==> src/rtl/edge_threshold_stats.sv <==
`timescale 1ns/1ps
// edge_threshold_stats
// Thresholds the 12-bit Sobel edge magnitude into a binary edge map or passes
// it through, counts edge pixels per frame and reports the count once per
// frame on the frame-valid falling edge.
// Optional feature: define EDGE_PEAK_EN to add oEdgePeak, the largest
// in-frame magnitude of the last completed frame.
module edge_threshold_stats #(
  parameter int unsigned CNT_W = 22
) (
  input  logic             iCLK,
  input  logic             iRST,
  input  logic [11:0]      iDATA,
  input  logic             iDVAL,
  input  logic             iFVAL,
  input  logic [11:0]      iThreshold,
  input  logic             iBinarize,
  output logic [11:0]      oRed,
  output logic [11:0]      oGreen,
  output logic [11:0]      oBlue,
  output logic             oDVAL,
  output logic [CNT_W-1:0] oEdgeCount,
  output logic             oCountValid,
  output logic             oBusy
`ifdef EDGE_PEAK_EN
  ,
  output logic [11:0]      oEdgePeak
`endif
);

  localparam int unsigned PIX_W = 12;
  localparam logic [PIX_W-1:0] PIX_ON  = '1;
  localparam logic [PIX_W-1:0] PIX_OFF = '0;
  localparam logic [CNT_W-1:0] CNT_MAX = '1;

  typedef enum logic [1:0] {
    WAIT_FRAME = 2'd0,
    IN_FRAME   = 2'd1,
    REPORT     = 2'd2
  } state_t;

  state_t           state;
  state_t           next_state;

  logic             fval_q;
  logic             armed_q;
  logic [PIX_W-1:0] thr_q;
  logic [CNT_W-1:0] acc_q;
  logic [CNT_W-1:0] edge_count_q;
  logic             count_valid_q;
  logic             busy_q;
  logic [PIX_W-1:0] pix_q;
  logic             dval_q;

  logic             fval_rise;
  logic             fval_fall;
  logic             start_frame;
  logic             load_report;
  logic             count_en;
  logic [PIX_W-1:0] thr_live;
  logic             edge_hit;
  logic             pix_hit;

  // A rising edge only counts once iFVAL has been seen low after reset, so a
  // frame already in progress at reset release is skipped.
  assign fval_rise = iFVAL & ~fval_q & armed_q;
  assign fval_fall = ~iFVAL & fval_q;

  assign edge_hit = (iDATA >= thr_q);
  assign pix_hit  = (iDATA >= thr_live);

  // Frame-valid history and arming after reset.
  always_ff @(posedge iCLK or negedge iRST) begin
    if (!iRST) begin
      fval_q  <= 1'b0;
      armed_q <= 1'b0;
    end else begin
      fval_q  <= iFVAL;
      armed_q <= armed_q | ~iFVAL;
    end
  end

  // FSM state register.
  always_ff @(posedge iCLK or negedge iRST) begin
    if (!iRST) begin
      state <= WAIT_FRAME;
    end else begin
      state <= next_state;
    end
  end

  // FSM next state; REPORT may go straight back to IN_FRAME so a one-cycle
  // frame gap does not lose the following frame.
  always_comb begin
    next_state = state;
    case (state)
      WAIT_FRAME: if (fval_rise) next_state = IN_FRAME;
      IN_FRAME:   if (fval_fall) next_state = REPORT;
      REPORT:     next_state = fval_rise ? IN_FRAME : WAIT_FRAME;
      default:    next_state = WAIT_FRAME;
    endcase
  end

  // FSM control decode: frame start, in-frame counting, report load, live threshold.
  always_comb begin
    start_frame = 1'b0;
    load_report = 1'b0;
    count_en    = 1'b0;
    thr_live    = iThreshold;
    case (state)
      WAIT_FRAME: start_frame = fval_rise;
      IN_FRAME: begin
        count_en    = iDVAL & iFVAL;
        load_report = fval_fall;
        thr_live    = thr_q;
      end
      REPORT:     start_frame = fval_rise;
      default:    start_frame = 1'b0;
    endcase
  end

  // Threshold is frozen for the whole frame at frame start.
  always_ff @(posedge iCLK or negedge iRST) begin
    if (!iRST) begin
      thr_q <= PIX_OFF;
    end else if (start_frame) begin
      thr_q <= iThreshold;
    end
  end

  // Saturating edge-pixel accumulator.
  always_ff @(posedge iCLK or negedge iRST) begin
    if (!iRST) begin
      acc_q <= '0;
    end else if (start_frame) begin
      acc_q <= '0;
    end else if (count_en && edge_hit && (acc_q != CNT_MAX)) begin
      acc_q <= acc_q + CNT_W'(1);
    end
  end

  // Report registers: count, one-cycle valid pulse and busy flag.
  always_ff @(posedge iCLK or negedge iRST) begin
    if (!iRST) begin
      edge_count_q  <= '0;
      count_valid_q <= 1'b0;
      busy_q        <= 1'b0;
    end else begin
      if (load_report) begin
        edge_count_q <= acc_q;
      end
      count_valid_q <= load_report;
      busy_q        <= (next_state == IN_FRAME);
    end
  end

  // Pixel path: one-cycle registered binarize or pass-through.
  always_ff @(posedge iCLK or negedge iRST) begin
    if (!iRST) begin
      pix_q  <= PIX_OFF;
      dval_q <= 1'b0;
    end else begin
      if (iBinarize) begin
        pix_q <= pix_hit ? PIX_ON : PIX_OFF;
      end else begin
        pix_q <= iDATA;
      end
      dval_q <= iDVAL;
    end
  end

`ifdef EDGE_PEAK_EN
  logic [PIX_W-1:0] peak_acc_q;
  logic [PIX_W-1:0] peak_q;

  // Running in-frame maximum, latched alongside the edge count.
  always_ff @(posedge iCLK or negedge iRST) begin
    if (!iRST) begin
      peak_acc_q <= PIX_OFF;
      peak_q     <= PIX_OFF;
    end else begin
      if (start_frame) begin
        peak_acc_q <= PIX_OFF;
      end else if (count_en && (iDATA > peak_acc_q)) begin
        peak_acc_q <= iDATA;
      end
      if (load_report) begin
        peak_q <= peak_acc_q;
      end
    end
  end

  assign oEdgePeak = peak_q;
`endif

  assign oRed        = pix_q;
  assign oGreen      = pix_q;
  assign oBlue       = pix_q;
  assign oDVAL       = dval_q;
  assign oEdgeCount  = edge_count_q;
  assign oCountValid = count_valid_q;
  assign oBusy       = busy_q;

endmodule

==> config.mk <==
export PLATFORM = sky130hd
export DESIGN_NAME = edge_threshold_stats
export DESIGN_NICKNAME = d
export VERILOG_FILES = /design/src/rtl/edge_threshold_stats.sv
export SDC_FILE = /design/constraint.sdc
export NUM_CORES = 1
export LEC_CHECK = 0
export ABC_CLOCK_PERIOD_IN_PS = 6500
export CAP_MARGIN = 20
export CORE_MARGIN = 2
export CORE_UTILIZATION = 35
export DETAILED_ROUTE_END_ITERATION = 12
export PLACE_DENSITY = 0.71
export SLEW_MARGIN = 20
export SYNTH_ARGS = -nofsm -noshare
export SYNTH_HDL_FRONTEND = slang
export SYNTH_SLANG_ARGS = --single-unit
==> constraint.sdc <==
create_clock -name iCLK -period 6.5 [get_ports iCLK]
set_clock_uncertainty 0.2 [all_clocks]
set_input_delay 0.65 -clock iCLK [delete_from_list [all_inputs] [get_ports iCLK]]
set_output_delay 0.65 -clock iCLK [all_outputs]
set_load 0.1 [all_outputs]
# Word-level counts from Yosys, hierarchy flattened
# Index checks and enable logic that the tools add are counted.
classes:
  addsub: 1
  n_lt_le_gt_ge: 2
  n_bitwise: 7
  n_reduce_logical: 5
  eq_ne: 4
  muxes: 12
op_table:
  columns: ["op", "count"]
  rows:
  - ["two-way mux 22 bit", 2]
  - ["two-way mux 12 bit", 3]
  - [">= comparator 12 bit", 2]
  - ["adder 22 x 1 -> 22 bit, second input constant", 1]
  - ["!= test 22 bit, second input constant", 1]
  - ["case mux 2 bit (3 select lines)", 1]
  - ["AND 1 bit", 4]
  - ["equality test 2 x 1 -> 1 bit, second input constant", 2]
  - ["two-way mux 1 bit", 4]
  - ["two-way mux 2 bit", 2]
  - ["equality test 2 bit, second input constant", 1]
  - ["logical AND 1 bit", 2]
  - ["logical NOT 2 bit", 1]
  - ["NOT 1 bit", 2]
  - ["nonzero test 2 bit", 1]
  - ["OR reduction 2 bit", 1]
  - ["bitwise OR 1 bit", 1]
totals:
  inputBits: 29
  regBits: 75
  word_cells: 41

# Longest topological paths before layout
depth:
  depth_word: 6
  mapped_depth: 12

# Least setup slack after synthesis
# No wires, ideal clock.
synth_timing:
  path_kind: "register -> register"
  start: "register state[1]"
  end: "register pix_q[10], in the netlist oBlue[10]"
  setup_time_ps: 132
  slack_ps: 3623
  t_arrival_ps: 2545
  path_stages_with_launch: 12
  cell_sequence: "dfrtp_1 nor2b_1 buf_2 buf_1 mux2i_1 ha_1 a21o_1 a21o_1 a21oi_1 o211a_1 clkbuf_1 nor2_1"
synth_via:
  elab_chain_len: 5
synth_lines:
  columns: ["element", "line_no", "source"]
  rows:
  - ["start, declared", "42", "state_t state;"]
  - ["start signal, assigned", "88", "state <= next_state;"]
  - ["equality test 2 x 1 -> 1 bit", "110", "case (state)"]
  - ["two-way mux 12 bit", "110", null]
  - [">= comparator 12 bit", "70", "assign pix_hit = (iDATA >= thr_live);"]
  - ["two-way mux 12 bit", "164", "pix_q <= pix_hit ? PIX_ON : PIX_OFF;"]
  - ["two-way mux 12 bit", "163", "if (iBinarize) begin"]
  - ["end signal, assigned", "164", null]
  - ["end signal, assigned", "166", "pix_q <= iDATA;"]
  - ["end, declared", "52", "logic [PIX_W-1:0] pix_q;"]
# Every way passes these cells.
# A chain may end at the register's enable or synchronous reset.

# Worst setup path after layout
layout_timing:
  start: "input port iDATA[0]"
  end: "register acc_q[18]"
layout_via:
  elab_chain_len: 4
layout_lines:
  columns: ["element", "line_no", "source"]
  rows:
  - ["start, declared", "13", "input logic [11:0] iDATA,"]
  - [">= comparator 12 bit", "69", "assign edge_hit = (iDATA >= thr_q);"]
  - ["logical AND 1 bit (2 in series)", "137", "end else if (count_en && edge_hit && (acc_q != CNT_MAX)) begin"]
  - ["nonzero test 2 bit (no line)", null, null]
  - ["end signal, assigned", "138", "acc_q <= acc_q + CNT_W'(1);"]
  - ["end, declared", "48", "logic [CNT_W-1:0] acc_q;"]
# Every way passes these cells.

==> impl_metrics.csv <==
group,metric,value,unit
placement,io_buffers,89,
clocking,cts_tree,"yes",
setup_path,cp-start-kind,"primary input",
global_routing,grt_usage,16.0,%
pwr,clkPwrFrac,26.2,%
clocking,cts_root_buf,"clkbuf_16",
pwr,intPower,1.07,mW
detailed_routing,viasPerCell,5.25,
cells_and_area,final_cells,602,
placement,dpl.cell_count,586,
global_routing,gr-total-overflow,0,
clocking,htreeDepth,3,
synthesis,muxShareOfSynthArea,9.68,%
clocking,clk_latency,0.34,ns
pwr,power_density,388,mW/mm^2
pwr,switching_share,46.4,%
cells_and_area,final_cell_area,0.00516,mm^2
sta,period_share,48.1,%
pwr,peakVddDrop,0.000386,V
sta,worst_slew_pin_slew,1.02,ns
detailed_routing,drcViolationCount,0,
pwr,p_leak,2.26,nW
sta,setup_slack,3.38,ns
setup_path,critical_path_required,6.55,ns
min_path,min_path_type,"flip-flop to flip-flop",
synthesis,synth.yosys.seq_area_share,46.7,%
setup_path,worstSetupEndpointType,"flip-flop",
setup_path,critPathKind,"primary input to flip-flop",
setup_path,arrival,3.18,ns
synthesis,ys_warn_count,0,
sta,min_period,3.12,ns
detailed_routing,drt_iter0_drc,226,
synthesis,async_flop_share,100,%
synthesis,synth_edf_count,0,
pwr,seqPwrFrac,27.7,%
floorplanning,io_pins,90,
detailed_routing,wl_per_cell,15.9,um
synthesis,syn-cell-area,0.00402,mm^2
clocking,ctsResizeCount,0,
sta,tns,0,ns
clocking,cts_buffers,9,
synthesis,synth_xor_area_share,0,%
synthesis,yosys.area_share.simple,15.7,%
synthesis,yosysTopAreaCell,"dfrtp_1",
detailed_routing,dr.pass1.iters,4,
clocking,cts_setup_buffers,0,
pwr,power_switching,0.929,mW
detailed_routing,routed_wl,9550,um
synthesis,syn_avg_cell_area,10.2,um^2
synthesis,synth_top_area_share,46.7,%
floorplanning,core.rowCount,39,
floorplanning,fp.dieW,111,um
synthesis,yosysUniqueCellTypes,41,
synthesis,synth_compound_area_share,12.0,%
clocking,ctsLongestPathBuffers,2,
sta,fmaxAchievable,320,MHz
job,maxCapViolations,0,
placement,dp_hpwl,6570,um
synthesis,synth_area_leaders,"dfrtp_1, ha_1, mux2_2",
cells_and_area,drive_gt1_share,11.1,%
sta,setup_viol_count_final,0,
pwr,total_power,2.00,mW
floorplanning,die_h,111,um
sta,slew_violations,0,
synthesis,synth_top_family_by_area,"simple AND/OR/NAND/NOR gates",
global_routing,grt_antenna_before_repair,0,
floorplanning,die_area,0.0124,mm^2
cells_and_area,diodes,0,
clocking,clk_pin_slew_worst_paths,0.06,ns
cells_and_area,area_delta_synth_final,28.4,%
global_routing,grt_pass1_vias,3290,
detailed_routing,antenna_left,0,
placement,dp_slack,2.72,ns
synthesis,synth-seq-cells,75,
run_status,status,"completed",
floorplanning,initial_core_util,35.5,%
sta,worst_slew_margin_rel,31.7,%
synthesis,synth_fp_nets,447,
sta,hold_viol,0,
global_routing,grt_pass1_wl,16000,um
clocking,cts_sinks,75,
global_routing,grt_max_degree,76,
sta,rsz0062_at_grt,"no",
synthesis,synth_flop_cell,"dfrtp_1",
clocking,hold_buffers,0,
setup_path,crit_fanout,40,
placement,routabilityCongestion,0.836,
pwr,comb_power_share,46.0,%
synthesis,syn_inst,393,
synthesis,synthAdderAreaFrac,7.78,%
cells_and_area,nNetsFinal,508,
floorplanning,coreArea,0.0113,mm^2
detailed_routing,vias,3159,
placement,placed_area,0.00485,mm^2
==> area by class of cell <==
type,instances,area [um^2]
fill,1079,6160
sequential,75,1880
multi-input combinational,259,1820
timing repair buffer,93,916
clock buffer,10,229
tap,143,179
clock inverter,6,80.1
inverter,16,60.1
==> power by group through the flow <==
stage | clock network [mW] | logic (mW) | registers, mW
floorplan | 0 | 0.571 | 0.751
global placement | 0 | 0.906 | 0.559
detailed placement | 0 | 0.919 | 0.564
CTS | 0.533 | 0.926 | 0.556
global route | 0.555 | 0.962 | 0.563
finish | 0.525 | 0.922 | 0.555
==> layer usage <==
metal | GRT usage (%) | vias up | share of wire [%] | wire [um]
li1 | - | 1511 | - | -
met1 | 19.9 | 1514 | 44 | 4210
met2 | 26.7 | 121 | 48 | 4580
met3 | 3.50 | 13 | 6.0 | 569
met4 | 7.08 | 0 | 2.1 | 197
met5 | 0 | - | 0 | 0
==> kinds of logic (layout without fill, tap and decap cells) <==
| logic type | count (synthesis) | count (layout) |
|---|---|---|
| AO/OA/AOI/OAI | 82 | 82 |
| adder cells (fa/ha/maj) | 25 | 25 |
| buffers and inverters | 59 | 125 |
| flip-flops | 75 | 75 |
| multiplexers | 36 | 36 |
| AND/OR/NAND/NOR | 116 | 116 |
==> sequential cells by signal, indices dropped and copies added, names as in the netlist <==
register     cells
acc_q           22
armed_q          1
fval_q           1
oBlue           12
oBusy            1
oCountValid      1
oDVAL            1
oEdgeCount      22
state            2
thr_q           12
==> worst max-delay path: stages <==
cell and delay, ns:
clkdlybuf4s50_1 0.47, inv_1 0.07, ha_1 0.27, nand2b_1 0.10, a211o_1 0.12, a21oi_1 0.08
o311a_2 0.65, or4b_1 0.58, a21oi_1 0.18
==> per-stage QoR <==
step	util [%]	hold slack [ns]
floorplan	-	0.154
global placement	42.9	0.272
detailed placement	42.9	0.286
CTS	45.6	0.290
global route	45.6	0.313
finish	45.6	0.294
==> placed cells by master (no fill, tap or decap), types with 4 or more instances in the layout <==
cell type        count
clkdlybuf4s50_1     88
mux2i_1             13
inv_1               16
o21ai_0             36
nand3_1             10
buf_4                4
nand2b_1             4
ha_1                25
or3_1                6
o31ai_1              9
a21o_1               6
nor2_1              22
clkbuf_16            9
nand2_1             31
dfrtp_1             75
mux2_2              23
or4_1               11
a21oi_1             21
nand4_1             13
clkinv_2             4
==> cell usage after synthesis, types with 2 or more instances <==
cell type	number
a21o_1	6
a21oi_1	21
and3_1	3
buf_2	7
buf_4	26
clkbuf_1	9
dfrtp_1	75
ha_1	25
inv_1	16
mux2_2	23
mux2i_1	13
nand2_1	31
nand2b_1	4
nand3_1	10
nand3b_1	2
nand4_1	13
nor2_1	22
nor2b_1	2
nor4_1	4
o211ai_1	2
o21ai_0	36
o31ai_1	9
or3_1	6
or4_1	11
==> final timing paths <==
kind | start | endpoint | slack (ns) | cells past startpoint
worst max register to register | state[1]$_DFF_PN0_ | acc_q[5]$_DFFE_PN0P_ | 3.63 | 7
worst max-delay path | iDATA[0] | acc_q[18]$_DFFE_PN0P_ | 3.38 | 9
max in group asynchronous | iRST | oBlue[2]$_DFF_PN0_ | 5.14 | 2
worst min register to register | state[1]$_DFF_PN0_ | oCountValid$_DFF_PN0_ | 0.29 | 1
min in group asynchronous | iRST | oBlue[4]$_DFF_PN0_ | 0.33 | 2
worst min-delay path | state[1]$_DFF_PN0_ | oCountValid$_DFF_PN0_ | 0.29 | 1
Note: power is estimated with default switching activity, not from simulation.
